`config.mk`:
```
export PLATFORM = sky130hd
export DESIGN_NAME = axi_lite_master_bridge_flat
export DESIGN_NICKNAME = d
export VERILOG_FILES = /design/src/rtl/axi_pkg.sv /design/src/rtl/axi_lite_master_bridge_if.sv /design/src/rtl/axi_lite_master_bridge.sv /design/src/flat_wrapper.sv
export SDC_FILE = /design/constraint.sdc
export NUM_CORES = 1
export LEC_CHECK = 0
export ABC_AREA = 0
export CAP_MARGIN = 20
export CORE_ASPECT_RATIO = 0.7
export CORE_MARGIN = 10
export CORE_UTILIZATION = 37
export CTS_CLUSTER_DIAMETER = 50
export CTS_CLUSTER_SIZE = 20
export DETAILED_ROUTE_END_ITERATION = 10
export PLACE_DENSITY = 0.8
export RECOVER_POWER = 100
export SKIP_LAST_GASP = 1
export SLEW_MARGIN = 20
export SYNTH_ARGS = -nofsm -noshare
export SYNTH_HDL_FRONTEND = slang
export SYNTH_SLANG_ARGS = --single-unit
```
`constraint.sdc`:
```
create_clock -name clk -period 4.8 [get_ports clk]
set_clock_uncertainty 0.2 [all_clocks]
set_input_delay 1.44 -clock clk [delete_from_list [all_inputs] [get_ports clk]]
set_output_delay 1.44 -clock clk [all_outputs]
set_load 0.02 [all_outputs]
```
`src/rtl/axi_pkg.sv`:
```
// Shared AXI4 constants and the bridge FSM state type.
package axi_pkg;

  localparam int unsigned AXI_ADDR_BITS = 32;
  localparam int unsigned AXI_DATA_BITS = 32;
  localparam int unsigned AXI_ID_BITS   = 4;

  localparam logic [3:0] LEN_SINGLE = 4'd0;
  localparam logic [2:0] SIZE_WORD  = 3'b010;
  localparam logic [1:0] BURST_INCR = 2'b01;

  localparam logic [1:0] RESP_OKAY   = 2'b00;
  localparam logic [1:0] RESP_SLVERR = 2'b10;
  localparam logic [1:0] RESP_DECERR = 2'b11;

  typedef enum logic [2:0] {
    IDLE,
    RD_AR,
    RD_R,
    WR_AW_W,
    WR_B
  } bridge_state_e;

endpackage

```
`src/rtl/axi_lite_master_bridge_if.sv`:
```
// CPU request/response port plus the five AXI4 channels of one bridge instance.
interface axi_lite_master_bridge_if
  import axi_pkg::*;
#(
  parameter int unsigned ADDR_W = AXI_ADDR_BITS,
  parameter int unsigned DATA_W = AXI_DATA_BITS,
  parameter int unsigned ID_W   = AXI_ID_BITS
) ();

  localparam int unsigned STRB_W = DATA_W / 8;

  logic              req_valid;
  logic              req_write;
  logic [ADDR_W-1:0] req_addr;
  logic [DATA_W-1:0] req_wdata;
  logic [STRB_W-1:0] req_wstrb;
  logic              stall;
  logic              resp_valid;
  logic [DATA_W-1:0] resp_rdata;
  logic              resp_err;

  logic [ID_W-1:0]   AWID;
  logic [ADDR_W-1:0] AWADDR;
  logic [3:0]        AWLEN;
  logic [2:0]        AWSIZE;
  logic [1:0]        AWBURST;
  logic              AWVALID;
  logic              AWREADY;

  logic [DATA_W-1:0] WDATA;
  logic [STRB_W-1:0] WSTRB;
  logic              WLAST;
  logic              WVALID;
  logic              WREADY;

  logic [ID_W-1:0]   BID;
  logic [1:0]        BRESP;
  logic              BVALID;
  logic              BREADY;

  logic [ID_W-1:0]   ARID;
  logic [ADDR_W-1:0] ARADDR;
  logic [3:0]        ARLEN;
  logic [2:0]        ARSIZE;
  logic [1:0]        ARBURST;
  logic              ARVALID;
  logic              ARREADY;

  logic [ID_W-1:0]   RID;
  logic [DATA_W-1:0] RDATA;
  logic [1:0]        RRESP;
  logic              RLAST;
  logic              RVALID;
  logic              RREADY;

  modport master (
    input  req_valid, req_write, req_addr, req_wdata, req_wstrb,
    output stall, resp_valid, resp_rdata, resp_err,
    output AWID, AWADDR, AWLEN, AWSIZE, AWBURST, AWVALID, input AWREADY,
    output WDATA, WSTRB, WLAST, WVALID, input WREADY,
    input  BID, BRESP, BVALID, output BREADY,
    output ARID, ARADDR, ARLEN, ARSIZE, ARBURST, ARVALID, input ARREADY,
    input  RID, RDATA, RRESP, RLAST, RVALID, output RREADY
  );

  modport slave (
    output req_valid, req_write, req_addr, req_wdata, req_wstrb,
    input  stall, resp_valid, resp_rdata, resp_err,
    input  AWID, AWADDR, AWLEN, AWSIZE, AWBURST, AWVALID, output AWREADY,
    input  WDATA, WSTRB, WLAST, WVALID, output WREADY,
    output BID, BRESP, BVALID, input BREADY,
    input  ARID, ARADDR, ARLEN, ARSIZE, ARBURST, ARVALID, output ARREADY,
    output RID, RDATA, RRESP, RLAST, RVALID, input RREADY
  );

endinterface

```
`src/rtl/axi_lite_master_bridge.sv`:
```
// Turns single-word CPU loads/stores into single-beat AXI4 transactions,
// stalling the core until the R or B response returns (one outstanding).
module axi_lite_master_bridge
  import axi_pkg::*;
#(
  parameter int unsigned ADDR_W    = AXI_ADDR_BITS,
  parameter int unsigned DATA_W    = AXI_DATA_BITS,
  parameter int unsigned ID_W      = AXI_ID_BITS,
  parameter int unsigned MASTER_ID = 0
) (
  input logic                      clk,
  input logic                      rst,
  axi_lite_master_bridge_if.master bus
);

  localparam int unsigned STRB_W = DATA_W / 8;

  bridge_state_e     state_q, state_d;
  logic [ADDR_W-1:0] addr_q, addr_d;
  logic [DATA_W-1:0] wdata_q, wdata_d;
  logic [STRB_W-1:0] wstrb_q, wstrb_d;
  logic              arvalid_q, arvalid_d;
  logic              rready_q, rready_d;
  logic              awvalid_q, awvalid_d;
  logic              wvalid_q, wvalid_d;
  logic              bready_q, bready_d;
  logic              resp_valid_q, resp_valid_d;
  logic              resp_err_q, resp_err_d;
  logic [DATA_W-1:0] rdata_q, rdata_d;
  logic              unused_c;

  always_ff @(posedge clk or posedge rst) begin
    if (rst) begin
      state_q      <= IDLE;
      addr_q       <= '0;
      wdata_q      <= '0;
      wstrb_q      <= '0;
      arvalid_q    <= 1'b0;
      rready_q     <= 1'b0;
      awvalid_q    <= 1'b0;
      wvalid_q     <= 1'b0;
      bready_q     <= 1'b0;
      resp_valid_q <= 1'b0;
      resp_err_q   <= 1'b0;
      rdata_q      <= '0;
    end else begin
      state_q      <= state_d;
      addr_q       <= addr_d;
      wdata_q      <= wdata_d;
      wstrb_q      <= wstrb_d;
      arvalid_q    <= arvalid_d;
      rready_q     <= rready_d;
      awvalid_q    <= awvalid_d;
      wvalid_q     <= wvalid_d;
      bready_q     <= bready_d;
      resp_valid_q <= resp_valid_d;
      resp_err_q   <= resp_err_d;
      rdata_q      <= rdata_d;
    end
  end

  // VALID/READY are next-state registers, so no xREADY -> xVALID combinational path.
  always_comb begin
    state_d      = state_q;
    addr_d       = addr_q;
    wdata_d      = wdata_q;
    wstrb_d      = wstrb_q;
    arvalid_d    = arvalid_q;
    rready_d     = rready_q;
    awvalid_d    = awvalid_q;
    wvalid_d     = wvalid_q;
    bready_d     = bready_q;
    resp_valid_d = 1'b0;
    resp_err_d   = resp_err_q;
    rdata_d      = rdata_q;

    unique case (state_q)
      IDLE: begin
        if (bus.req_valid) begin
          addr_d  = bus.req_addr;
          wdata_d = bus.req_wdata;
          wstrb_d = bus.req_wstrb;
          if (bus.req_write) begin
            awvalid_d = 1'b1;
            wvalid_d  = 1'b1;
            state_d   = WR_AW_W;
          end else begin
            arvalid_d = 1'b1;
            state_d   = RD_AR;
          end
        end
      end
      RD_AR: begin
        if (bus.ARREADY) begin
          arvalid_d = 1'b0;
          rready_d  = 1'b1;
          state_d   = RD_R;
        end
      end
      RD_R: begin
        if (bus.RVALID) begin
          rready_d     = 1'b0;
          rdata_d      = bus.RDATA;
          resp_err_d   = (bus.RRESP != RESP_OKAY);
          resp_valid_d = 1'b1;
          state_d      = IDLE;
        end
      end
      WR_AW_W: begin
        // A cleared VALID doubles as that channel's done flag.
        awvalid_d = awvalid_q & ~bus.AWREADY;
        wvalid_d  = wvalid_q & ~bus.WREADY;
        if (!awvalid_d && !wvalid_d) begin
          bready_d = 1'b1;
          state_d  = WR_B;
        end
      end
      WR_B: begin
        if (bus.BVALID) begin
          bready_d     = 1'b0;
          resp_err_d   = (bus.BRESP != RESP_OKAY);
          resp_valid_d = 1'b1;
          state_d      = IDLE;
        end
      end
      default: state_d = IDLE;
    endcase
  end

  // Combinational stall lets the core hold its request during the accept cycle.
  assign bus.stall      = ~rst & ((state_q != IDLE) | bus.req_valid);
  assign bus.resp_valid = resp_valid_q;
  assign bus.resp_rdata = rdata_q;
  assign bus.resp_err   = resp_err_q;

  assign bus.AWID    = ID_W'(MASTER_ID);
  assign bus.AWADDR  = addr_q;
  assign bus.AWLEN   = LEN_SINGLE;
  assign bus.AWSIZE  = SIZE_WORD;
  assign bus.AWBURST = BURST_INCR;
  assign bus.AWVALID = awvalid_q;

  assign bus.WDATA  = wdata_q;
  assign bus.WSTRB  = wstrb_q;
  assign bus.WLAST  = 1'b1;
  assign bus.WVALID = wvalid_q;

  assign bus.BREADY = bready_q;

  assign bus.ARID    = ID_W'(MASTER_ID);
  assign bus.ARADDR  = addr_q;
  assign bus.ARLEN   = LEN_SINGLE;
  assign bus.ARSIZE  = SIZE_WORD;
  assign bus.ARBURST = BURST_INCR;
  assign bus.ARVALID = arvalid_q;

  assign bus.RREADY = rready_q;

  // IDs and RLAST carry no information with one outstanding single-beat transfer.
  assign unused_c = ^{bus.RID, bus.BID, bus.RLAST};

endmodule

```
`src/flat_wrapper.sv`:
```
// flat-port wrapper written by rule: the top's interface ports become plain ports
module axi_lite_master_bridge_flat import axi_pkg::*;
#(
  parameter int unsigned ADDR_W    = AXI_ADDR_BITS,
  parameter int unsigned DATA_W    = AXI_DATA_BITS,
  parameter int unsigned ID_W      = AXI_ID_BITS,
  parameter int unsigned MASTER_ID = 0
)
  (clk, rst, bus_req_valid, bus_req_write, bus_req_addr, bus_req_wdata, bus_req_wstrb, bus_stall, bus_resp_valid, bus_resp_rdata, bus_resp_err, bus_AWID, bus_AWADDR, bus_AWLEN, bus_AWSIZE, bus_AWBURST, bus_AWVALID, bus_AWREADY, bus_WDATA, bus_WSTRB, bus_WLAST, bus_WVALID, bus_WREADY, bus_BID, bus_BRESP, bus_BVALID, bus_BREADY, bus_ARID, bus_ARADDR, bus_ARLEN, bus_ARSIZE, bus_ARBURST, bus_ARVALID, bus_ARREADY, bus_RID, bus_RDATA, bus_RRESP, bus_RLAST, bus_RVALID, bus_RREADY);
  axi_lite_master_bridge_if #(.ADDR_W(ADDR_W), .DATA_W(DATA_W), .ID_W(ID_W)) bus_i ();
  input logic clk;
  input logic rst;
  input wire logic [$bits(bus_i.req_valid)-1:0] bus_req_valid;
  input wire logic [$bits(bus_i.req_write)-1:0] bus_req_write;
  input wire logic [$bits(bus_i.req_addr)-1:0] bus_req_addr;
  input wire logic [$bits(bus_i.req_wdata)-1:0] bus_req_wdata;
  input wire logic [$bits(bus_i.req_wstrb)-1:0] bus_req_wstrb;
  output wire logic [$bits(bus_i.stall)-1:0] bus_stall;
  output wire logic [$bits(bus_i.resp_valid)-1:0] bus_resp_valid;
  output wire logic [$bits(bus_i.resp_rdata)-1:0] bus_resp_rdata;
  output wire logic [$bits(bus_i.resp_err)-1:0] bus_resp_err;
  output wire logic [$bits(bus_i.AWID)-1:0] bus_AWID;
  output wire logic [$bits(bus_i.AWADDR)-1:0] bus_AWADDR;
  output wire logic [$bits(bus_i.AWLEN)-1:0] bus_AWLEN;
  output wire logic [$bits(bus_i.AWSIZE)-1:0] bus_AWSIZE;
  output wire logic [$bits(bus_i.AWBURST)-1:0] bus_AWBURST;
  output wire logic [$bits(bus_i.AWVALID)-1:0] bus_AWVALID;
  input wire logic [$bits(bus_i.AWREADY)-1:0] bus_AWREADY;
  output wire logic [$bits(bus_i.WDATA)-1:0] bus_WDATA;
  output wire logic [$bits(bus_i.WSTRB)-1:0] bus_WSTRB;
  output wire logic [$bits(bus_i.WLAST)-1:0] bus_WLAST;
  output wire logic [$bits(bus_i.WVALID)-1:0] bus_WVALID;
  input wire logic [$bits(bus_i.WREADY)-1:0] bus_WREADY;
  input wire logic [$bits(bus_i.BID)-1:0] bus_BID;
  input wire logic [$bits(bus_i.BRESP)-1:0] bus_BRESP;
  input wire logic [$bits(bus_i.BVALID)-1:0] bus_BVALID;
  output wire logic [$bits(bus_i.BREADY)-1:0] bus_BREADY;
  output wire logic [$bits(bus_i.ARID)-1:0] bus_ARID;
  output wire logic [$bits(bus_i.ARADDR)-1:0] bus_ARADDR;
  output wire logic [$bits(bus_i.ARLEN)-1:0] bus_ARLEN;
  output wire logic [$bits(bus_i.ARSIZE)-1:0] bus_ARSIZE;
  output wire logic [$bits(bus_i.ARBURST)-1:0] bus_ARBURST;
  output wire logic [$bits(bus_i.ARVALID)-1:0] bus_ARVALID;
  input wire logic [$bits(bus_i.ARREADY)-1:0] bus_ARREADY;
  input wire logic [$bits(bus_i.RID)-1:0] bus_RID;
  input wire logic [$bits(bus_i.RDATA)-1:0] bus_RDATA;
  input wire logic [$bits(bus_i.RRESP)-1:0] bus_RRESP;
  input wire logic [$bits(bus_i.RLAST)-1:0] bus_RLAST;
  input wire logic [$bits(bus_i.RVALID)-1:0] bus_RVALID;
  output wire logic [$bits(bus_i.RREADY)-1:0] bus_RREADY;
  assign bus_i.req_valid = bus_req_valid;
  assign bus_i.req_write = bus_req_write;
  assign bus_i.req_addr = bus_req_addr;
  assign bus_i.req_wdata = bus_req_wdata;
  assign bus_i.req_wstrb = bus_req_wstrb;
  assign bus_stall = bus_i.stall;
  assign bus_resp_valid = bus_i.resp_valid;
  assign bus_resp_rdata = bus_i.resp_rdata;
  assign bus_resp_err = bus_i.resp_err;
  assign bus_AWID = bus_i.AWID;
  assign bus_AWADDR = bus_i.AWADDR;
  assign bus_AWLEN = bus_i.AWLEN;
  assign bus_AWSIZE = bus_i.AWSIZE;
  assign bus_AWBURST = bus_i.AWBURST;
  assign bus_AWVALID = bus_i.AWVALID;
  assign bus_i.AWREADY = bus_AWREADY;
  assign bus_WDATA = bus_i.WDATA;
  assign bus_WSTRB = bus_i.WSTRB;
  assign bus_WLAST = bus_i.WLAST;
  assign bus_WVALID = bus_i.WVALID;
  assign bus_i.WREADY = bus_WREADY;
  assign bus_i.BID = bus_BID;
  assign bus_i.BRESP = bus_BRESP;
  assign bus_i.BVALID = bus_BVALID;
  assign bus_BREADY = bus_i.BREADY;
  assign bus_ARID = bus_i.ARID;
  assign bus_ARADDR = bus_i.ARADDR;
  assign bus_ARLEN = bus_i.ARLEN;
  assign bus_ARSIZE = bus_i.ARSIZE;
  assign bus_ARBURST = bus_i.ARBURST;
  assign bus_ARVALID = bus_i.ARVALID;
  assign bus_i.ARREADY = bus_ARREADY;
  assign bus_i.RID = bus_RID;
  assign bus_i.RDATA = bus_RDATA;
  assign bus_i.RRESP = bus_RRESP;
  assign bus_i.RLAST = bus_RLAST;
  assign bus_i.RVALID = bus_RVALID;
  assign bus_RREADY = bus_i.RREADY;
  axi_lite_master_bridge #(.ADDR_W(ADDR_W), .DATA_W(DATA_W), .ID_W(ID_W), .MASTER_ID(MASTER_ID)) u_core (.clk(clk), .rst(rst), .bus(bus_i));
endmodule
```
### After elaboration in Yosys (flattened, before gate mapping)

Cells that the tools add are included.
Widths: inputs -> output; s select.

* flip-flop bits (word level): 110
* output and inout bits: 167
* bits of input ports: 122

* reductions and logical operators: 20
* equal/unequal tests: 11
* bitwise logic cells: 7
* multiplexer cells: 27

Operator list (number)
* $mux 3: 5
* $pmux 3 s5: 1
* $pmux 1 s2: 7
* $reduce_bool 2->1: 7
* $mux 1: 13
* $ne 2x2->1 const B: 6
* $reduce_and 3->1: 4
* $eq 3x2->1 const B: 2
* $reduce_and 5->1: 1
* $reduce_and 2->1: 2
* $reduce_and 4->1: 1
* $and 1x1->1: 3
* $eq 3x1->1 const B: 1
* $eq 3x3->1 const B: 1
* $logic_not 3->1: 1
* $not 1->1: 3
* $reduce_bool 3->1: 1
* $logic_not 1->1: 2
* $mux 2: 1
* $ne 2x1->1 const B: 1
* $logic_and 1x1->1: 1
* $or 1x1->1: 1

### Longest topological paths before layout

Gate-level depths: netlist of run 1.

* word-level depth: 6
* mapped depth: 5
* gate-level depth less buffers: 3

### Least setup slack after synthesis of run 1

Ideal clock, no wire load.

* path type: input to output
* start point: input port bus_req_valid
* end point: output port bus_stall
* path buffers: 0
* arrival time: 1.842 ns
* data required time: 3.160 ns
* stages: 2
* slack: 1.318 ns
* cells stage by stage: nor2_1 > a21oi_1

* cells in the longest elaborated chain, start to end: 2

Ends and longest elaborated chain
* from (decl): RTL line flat_wrapper.sv:13 `input wire logic [$bits(bus_i.req_valid)-1:0] bus_req_valid;`
* $or 1x1->1: RTL line axi_lite_master_bridge.sv:131 `assign bus.stall = ~rst & ((state_q != IDLE) | bus.req_valid);`
* $and 1x1->1: RTL line axi_lite_master_bridge.sv:131
* to (decl): RTL line flat_wrapper.sv:18 `output wire logic [$bits(bus_i.stall)-1:0] bus_stall;`

Every way passes these cells.

### Worst setup path after layout of run 1

Ends and elaborated chain as after synthesis.

==> qor.txt, run 1 <==
Fmax: 0.220 GHz
Row cnt: 34
RSZ-0062 raised after global routing: no
Initial Util: 37.9%
Top cell type's share of synthesized area: 58.3%
Async SR Flop Fraction: 100%
Gr ovfl total: 0
Worst R2R Setup Slack: 2.01 ns
Core area: 0.0125 sq mm
Least-Margin Pin Slew: 2.10 ns
Num ports: 289
Num CTS Buffers: 9
DR DRC count: 0
DIE AREA: 0.0177 sq mm
Post-Syn Area: 0.00472 sq mm
Tightest Hold Check Type: register to register
Top post-synthesis cells by area: dfrtp_1, mux2_2, buf_4
Final setup violation count: 0
Drt wl/cell: 18.9 microns
Primary FF master, synth: dfrtp_1
Worst-path cell chain: dlygate4sd3_1 -> nor2_1 -> a21oi_1 -> clkdlybuf4s50_1
Worst path required time: 3.16 ns
CTS tree: yes
Sw frac: 39.2%
Reg2Reg Depth: 4
Post-DRT Antenna Nets: 0
H-Tree Depth: 3
Nets: 669
Clk sink count: 110
Clock power share: 13.7%
Slowest stage delay, CP: 0.64 ns
Worst setup margin: 0.245 ns
Antenna Cells: 0
Flop pwr share: 32.7%
Largest net degree at the start of global routing: 55
Post-Syn Instances: 326
CTS clk-pin slew, worst paths: 0.07 ns
Vias per inst: 4.53
Final Instance Area: 0.00729 sq mm
Reg area: 0.00275 sq mm
Share of layout cells above drive strength 1: 22.1%
Antenna violations before repair: 0
Instance area at placement: 0.00703 sq mm
EDFF count, synth: 0
Filler Cell Count: 1,035
Synth area leader: dfrtp_1
GPL Wtd Cong: 0.795
Vias in the first global route: 3,547
Dpl ws: 0.292 ns
Crit path depth: 4
Critical path arrival: 2.92 ns
CP Launch Type: input pin
Critical path class: input pin to output port
Most frequent cell after synthesis: dfrtp_1
Psw: 2.01 mW
Hold Vio Cnt, Final: 0
Sequential share of the synthesized area: 58.3%
Crit-path max FO: 5
Crit path buf inv count: 2
Worst setup EP type: output port
Clk root buf: clkbuf_16
#FFs+latches synth: 110
Minimum clock period: 4.56 ns
Post-CTS Setup Bufs: 0
First-pass GRT wire length: 20,600 microns
Outcome: complete, but fails checks
Detailed Route Iter0 Violations: 105
Combinational power share: 53.6%
Ys Warns: 0
Crit path to: bus_stall
Post-synth cell types: 29
Vias: 3,235
Buffers on Ports: 252
Slowest stage cell, crit path: dlygate4sd3_1
Max-cap violations: 2
Failing checks: capacitance limit, slew limit
Slew margin rel.: -39.9%
Internal: 3.12 mW
Die Span X: 155 microns
Area Overhead vs Synth: 54.5%
Mapped Avg Cell Area: 14.5 sq um
Clock buffer depth: 2
Critical path startpoint: bus_req_valid
Family with the most delay on the worst path: buffers and inverters
Die Ht: 114 microns
Hold Buf Count CTS: 0
Setup TNS Final: 0 ns
Worst r2r src: u_core.state_q[1]
P per Cell Area: 704 mW/mm^2
Fin crit share: 94.9%
RR Endpoint: u_core.bus.resp_rdata[14]
Worst skew pair latency: 0.33 ns
CTS resizes: 0
Pins Over Slew Limit: 87
Multi-input logic area: 0.00147 sq mm
VDD IR max: 0.000367 V
All-layer global routing usage: 14.4%
Drt pass-1 iters: 4
Drt total wl: 13,500 microns
Most frequent cells after synthesis: dfrtp_1, mux2_2, buf_4
DP HPWL: 11,000 microns
P_leak: 3.07 nW
-- worst min path at each step --
| stage | start | endpoint | slack [ns] | cells past startpoint |
|---|---|---|---|---|
| 6_report | u_core.bus.WDATA[5] | u_core.bus.WDATA[5] | 0.30 | 1 |
| 2_1_floorplan | u_core.state_q[2] | u_core.state_q[0] | 0.36 | 2 |
| 4_1_cts | u_core.bus.WDATA[3] | u_core.bus.WDATA[3] | 0.31 | 1 |
| 3_5_place_dp | u_core.bus.WDATA[3] | u_core.bus.WDATA[3] | 0.30 | 1 |
| 3_3_place_gp | u_core.bus.WDATA[7] | u_core.bus.WDATA[7] | 0.29 | 1 |
| 5_1_grt | u_core.bus.WDATA[5] | u_core.bus.WDATA[5] | 0.32 | 1 |
-- registers in the layout, indices dropped and copies added, names as in the netlist --
name and cells:
u_core.bus.resp_valid 1, u_core.bus.ARADDR 32, u_core.bus.RREADY 1, u_core.bus.WDATA 32
u_core.bus.WSTRB 4, u_core.bus.ARVALID 1, u_core.bus.AWVALID 1, u_core.state_q 3
u_core.bus.resp_err 1, u_core.bus.BREADY 1, u_core.bus.resp_rdata 32, u_core.bus.WVALID 1
-- worst register-to-register path, delay by kind of cell (launching register included) --
family	cells	cell delay (ns)
buf+inv	1	1.22
flops	1	0.52
mux	1	0.46
simple gates	2	0.29
-- power by group through the flow --
stage / Sequential, mW / Combinational, mW / Clock, mW
5_1_grt: 1.75 / 2.91 / 0.780
6_report: 1.68 / 2.75 / 0.705
2_1_floorplan: 2.24 / 1.19 / 0
4_1_cts: 1.72 / 3.02 / 0.738
3_5_place_dp: 1.74 / 3.02 / 0
3_3_place_gp: 1.70 / 2.97 / 0
-- layout make-up --
class	count	area share (%)
flip-flops and latches	110	37.8
repair buffers	257	35.1
multi-input cells	165	20.2
clock buffers	10	3.28
well taps	162	2.78
clock inverters	6	0.618
inverters	4	0.206
-- through the flow --
| stage | hold slack, ns | cells | utilization (%) | total power [mW] |
|---|---|---|---|---|
| after floorplan | 0.362 | 351 | - | 3.43 |
| after detailed placement | 0.295 | 698 | 56.4 | 4.75 |
| after CTS | 0.311 | 714 | 58.7 | 5.48 |
| final | 0.301 | 714 | 58.5 | 5.13 |
| after global placement | 0.289 | 698 | 56.4 | 4.66 |
| after global routing | 0.316 | 714 | 58.5 | 5.44 |
-- kinds of logic (layout without fill, tap and decap cells) --
logic type | after synthesis | after routing | share of synthesized area (%)
flip-flops | 110 | 110 | 58.3
other | 2 | 27 | 0.159
AND/OR/NAND/NOR | 19 | 19 | 2.68
AO/OA/AOI/OAI | 17 | 17 | 2.36
multiplexers | 102 | 102 | 24.3
buffers and inverters | 76 | 277 | 12.1
-- per-layer routing --
layer | wire length (microns) | part of all wire (%) | vias to the layer above | track usage, %
met1 | 4830 | 36 | 1598 | 14.9
met4 | 97 | 0.72 | 0 | 2.39
met2 | 7050 | 52 | 156 | 25.5
li1 | - | - | 1473 | -
met3 | 1530 | 11 | 8 | 8.03
met5 | 0 | 0 | - | 0
-- cell usage in the layout (no fill, tap or decap), types with 3 or more instances in the layout --
master / instances
dlygate4sd3_1: 143
dfrtp_1: 110
clkdlybuf4s50_1: 109
mux2_2: 101
conb_1: 27
clkbuf_16: 9
a21oi_1: 6
nor2_1: 4
inv_1: 4
nand2b_1: 3
No activity file was read; power rests on OpenSTA's default activity.
==> run 2: changes to the inputs <==
- HOLD_SLACK_MARGIN: not set -> 0.08
==> results of run 2 <==
No change in the layout: final DEF, timing and power equal those of run 1.
==> run 3: changes to the inputs <==
- ABC_CLOCK_PERIOD_IN_PS: not set -> 4800
==> results of run 3 <==
No change in the layout: final DEF, timing and power equal those of run 1.
==> edit 1: new RTL, settings of run 1 <==
The package constant `AXI_ID_BITS` goes from 4 to 5.
--- a/src/rtl/axi_pkg.sv
+++ b/src/rtl/axi_pkg.sv
@@ -5,3 +5,3 @@
   localparam int unsigned AXI_DATA_BITS = 32;
-  localparam int unsigned AXI_ID_BITS   = 4;
+  localparam int unsigned AXI_ID_BITS   = 5;
 
Ports: changed (resized bus_ARID, bus_AWID, bus_BID and bus_RID); port bits go from 289 to 293. The function was not compared with the original's and may differ.
==> edit 1 against run 1 <==
  * The run still ends with max-capacitance violations, max-slew violations left
  * Sequential cell count did not move
  * First-iteration DRC count is 27% lower
  * Routed wire length fell by 0.17%
  * Power is essentially flat
  * Design area is 0.31% lower
  * Via count grew 0.53%
  * Combinational power hardly changed
  * Register-to-register slack got worse by 190 ps
  * Non-clock buffer count shrank 1
  * Synthesized area increased by 0.32%
  * Hold slack about the same
  * Worst setup slack got worse by 52 ps
==> edit 1: results (changes against run 1) <==
cell leakage power: 3.05 nW (was 3.07 nW)
hold wc startpoint: u_core.bus.WDATA[4] (was u_core.bus.WDATA[5])
final hold slack: 301 ps (about the same)
total wire length: 13,500 µm (about the same)
met3 WL post-DR: 1570 µm (was 1530 µm)
hold path endpoint: u_core.bus.WDATA[4] (was u_core.bus.WDATA[5])
slack of the critical path: 192 ps (was 245 ps)
sequential fraction of the synthesis area: 58.2% (was 58.3%)
R2R depth: 3 (was 4)
Reg power frac: 32.8% (was 32.7%)
Power Density: 706 nW/µm² (was 704 nW/µm²)
Layout Nets: 672 (was 669)
Int Power: 3.12 mW (about the same)
area fraction in compound gates after synthesis: 2.35% (was 2.36%)
GRT Overall Usage: 14.8% (was 14.4%)
met1 WL: 4790 µm (was 4830 µm)
drt first-iter violations: 77 (was 105)
first-pass GRT wire length: 21,000 µm (was 20,600 µm)
GPL Wtd Cong: 0.811 (was 0.795)
Slew @ Worst Pin: 1720 ps (was 2100 ps)
reg2reg setup slack: 1820 ps (was 2010 ps)
grt met3 use: 8.45% (was 8.03%)
M1 GR Usage: 14.8% (was 14.9%)
WL met2: 7020 µm (was 7050 µm)
status: finished with violations (unchanged)
maxcap violations: 3 (was 2)
vias in the first global route: 3,696 (was 3,547)
worst slack, placed: 306 ps (was 292 ps)
Pins Over Slew Limit: 181 (was 87)
RR Endpoint: u_core.bus.ARADDR[25] (was u_core.bus.resp_rdata[14])
failing checks: max-capacitance violations, max-slew violations (unchanged)
Cells after DPL: 699 (was 698)
Synth area leaders: dfrtp_1, mux2_2, buf_4 (unchanged)
largest net degree at the start of global routing: 77 (was 55)
dpl cell area: 7020 µm² (was 7030 µm²)
worst ir drop on vdd: 376 µV (was 367 µV)
layout cells sized above 1: 21.6% (was 22.1%)
Avg Cell Area, Syn: 14.4 µm² (was 14.5 µm²)
## edit 1: cell types whose count changed in the layout (fill, tap and decap cells not counted), sizes merged
cell           change
buf                -1
clkbuf             +1
clkdlybuf4s50      -2
clkinv             -3
clkinvlp           +2
conb               +2
dlygate4sd3        +2
inv                -1
## edit 1: critical path, cell delays in order
cell           delay [ps]
dlygate4sd3_1         640
nor2_1                 60
a21oi_1               140
dlygate4sd3_1         690
## edit 1: area by class of cell
| cell class | instances | area, µm² |
|---|---|---|
| Clock buffer | 11 | 243 |
| Clock inverter | 4 | 32.5 |
| Fill cell | 1018 | 5200 |
| Inverter | 4 | 15.0 |
| Multi-Input combinational cell | 167 | 1480 |
| Sequential cell | 110 | 2750 |
| Tap cell | 162 | 203 |
| Timing Repair Buffer | 256 | 2540 |
==> edit 2: new RTL, flow settings as in run 1 <==
Without the edit above. Encoding of `bridge_state_e`: now Gray code (3 bits for 5 states).
--- a/src/rtl/axi_pkg.sv
+++ b/src/rtl/axi_pkg.sv
@@ -16,7 +16,7 @@
   typedef enum logic [2:0] {
-    IDLE,
-    RD_AR,
-    RD_R,
-    WR_AW_W,
-    WR_B
+    IDLE    = 3'b000,
+    RD_AR   = 3'b001,
+    RD_R    = 3'b011,
+    WR_AW_W = 3'b010,
+    WR_B    = 3'b110
   } bridge_state_e;
Function: same outputs for any inputs over 10 cycles, from zero or initial values and one cycle with rst high; not proved beyond that.
==> edit 2 against run 1 <==
  * The run still ends with max-capacitance violations, max-slew violations left
  * Sequential cell count is the same
  * Fmax grew 0.43%
  * First-iteration DRC count shrank 26%
  * Clock power grew 8.9%
  * Worst setup slack gained 19 ps
  * Routed wire length grew 0.97%
  * Core utilization grew 0.48 points
  * Power grew 0.44%
  * Count of clock-buffer cells in the layout grew 1
  * Synthesized area shrank 0.34%
  * Design area grew 0.48%
  * Critical path type unchanged
  * Critical endpoint unchanged
  * Largest cell class unchanged
  * Highest routed layer unchanged
==> edit 2: results (changes against run 1) <==
status: finished with violations (unchanged)
failing checks: max-capacitance violations, max-slew violations (unchanged)
met3 WL post-DR: 1410 µm (was 1530 µm)
synth cell count leaders: dfrtp_1, mux2_2, buf_4, buf_2, mux2_1 (was dfrtp_1, mux2_2, buf_4, buf_6, a21oi_1)
count of different cell masters after synthesis: 26 (was 29)
sequential fraction of the synthesis area: 58.5% (was 58.3%)
first-pass GRT wire length: 21,200 µm (was 20,600 µm)
Logic pwr share: 52.5% (was 53.6%)
Reg power frac: 32.6% (was 32.7%)
met1 WL: 5180 µm (was 4830 µm)
Post-CTS Setup Inserts: 0 (unchanged)
worst ir drop on vdd: 442 µV (was 367 µV)
M1 GR Usage: 16.1% (was 14.9%)
critical-path maximum fanout: 2 (was 5)
placed wire-length estimate: 11,100 µm (was 11,000 µm)
layout cells sized above 1: 19.2% (was 22.1%)
WL met2: 6950 µm (was 7050 µm)
Synth area leaders: dfrtp_1, mux2_2, buf_4 (unchanged)
WL per Instance: 18.9 µm (about the same)
drt first-iter violations: 78 (was 105)
Pins Over Slew Limit: 154 (was 87)
R2R depth: 3 (was 4)
highest routed metal layer: met4 (unchanged)
switch share: 38.5% (was 39.2%)
Synthesis Warnings: 0 (unchanged)
routing usage on met2: 25.6% (was 25.5%)
vias in the first global route: 3,631 (was 3,547)
maxcap violations: 3 (was 2)
relative slew slack: -45.2% (was -39.9%)
CTS root buf: clkbuf_16 (unchanged)
count of buffers from port buffering: 252 (unchanged)
GRT Overall Usage: 14.9% (was 14.4%)
GPL Wtd Cong: 0.771 (was 0.795)
initial antenna violation count: 1 (was 0)
cell leakage power: 3.13 nW (was 3.07 nW)
Via Count: 3,273 (was 3,235)
cell type with the highest aggregate area in the netlist: dfrtp_1 (unchanged)
Arrival @ worst endpoint: 2900 ps (was 2920 ps)
Layout Nets: 675 (was 669)
grt met3 use: 7.73% (was 8.03%)
largest net degree at the start of global routing: 69 (was 55)
[edit 2: cell type report]
type | count | area (µm²)
antenna | 1 | 2.50
clock buffer | 11 | 233
clock inverter | 4 | 72.6
fill | 970 | 5100
inverter | 5 | 20.0
multi-input combinational | 171 | 1500
sequential | 110 | 2750
tap | 162 | 203
timing repair buffer | 256 | 2540
[edit 2: worst paths after layout]
kind / startpoint / end / slack, ps
worst max-delay path: bus_req_valid / bus_stall / 260
worst min-delay path: u_core.bus.WDATA[2] / u_core.bus.WDATA[2] / 280
worst max register to register: u_core.state_q[1] / u_core.bus.ARADDR[1] / 1760
worst min register to register: u_core.bus.WDATA[2] / u_core.bus.WDATA[2] / 280
max in group asynchronous: rst / u_core.bus.resp_rdata[23] / 710
min in group asynchronous: rst / u_core.bus.WDATA[12] / 1960
[edit 2: cell families (layout without fill, tap and decap cells)]
| logic type | count (synthesis) | after routing | share of synthesized area, % |
|---|---|---|---|
| DFF | 110 | 110 | 58.5 |
| muxes | 102 | 102 | 24.4 |
| buffers and inverters | 77 | 276 | 11.3 |
| and+or+nand+nor | 23 | 23 | 3.11 |
| AOI/OAI and AO/OA | 19 | 19 | 2.50 |
| other | 2 | 28 | 0.160 |
[edit 2: per-stage QoR]
stage / total power, mW / cell area (µm²) / util, % / instances / worst slack [ps]
after detailed placement: 4.72 / 7070 / 56.9 / 704 / 374
after floorplan: 3.37 / 4800 / - / 358 / 258
after global routing: 5.45 / 7320 / 59.0 / 720 / 202
final: 5.16 / 7320 / 59.0 / 720 / 264
after CTS: 5.51 / 7370 / 59.3 / 719 / 366
after global placement: 4.63 / 7070 / 56.9 / 704 / 359
[edit 2: critical path, cell delays in order]
cell and delay (ps):
dlygate4sd3_1 550, nor2_1 40, a21oi_1 150, dlygate4sd3_1 720
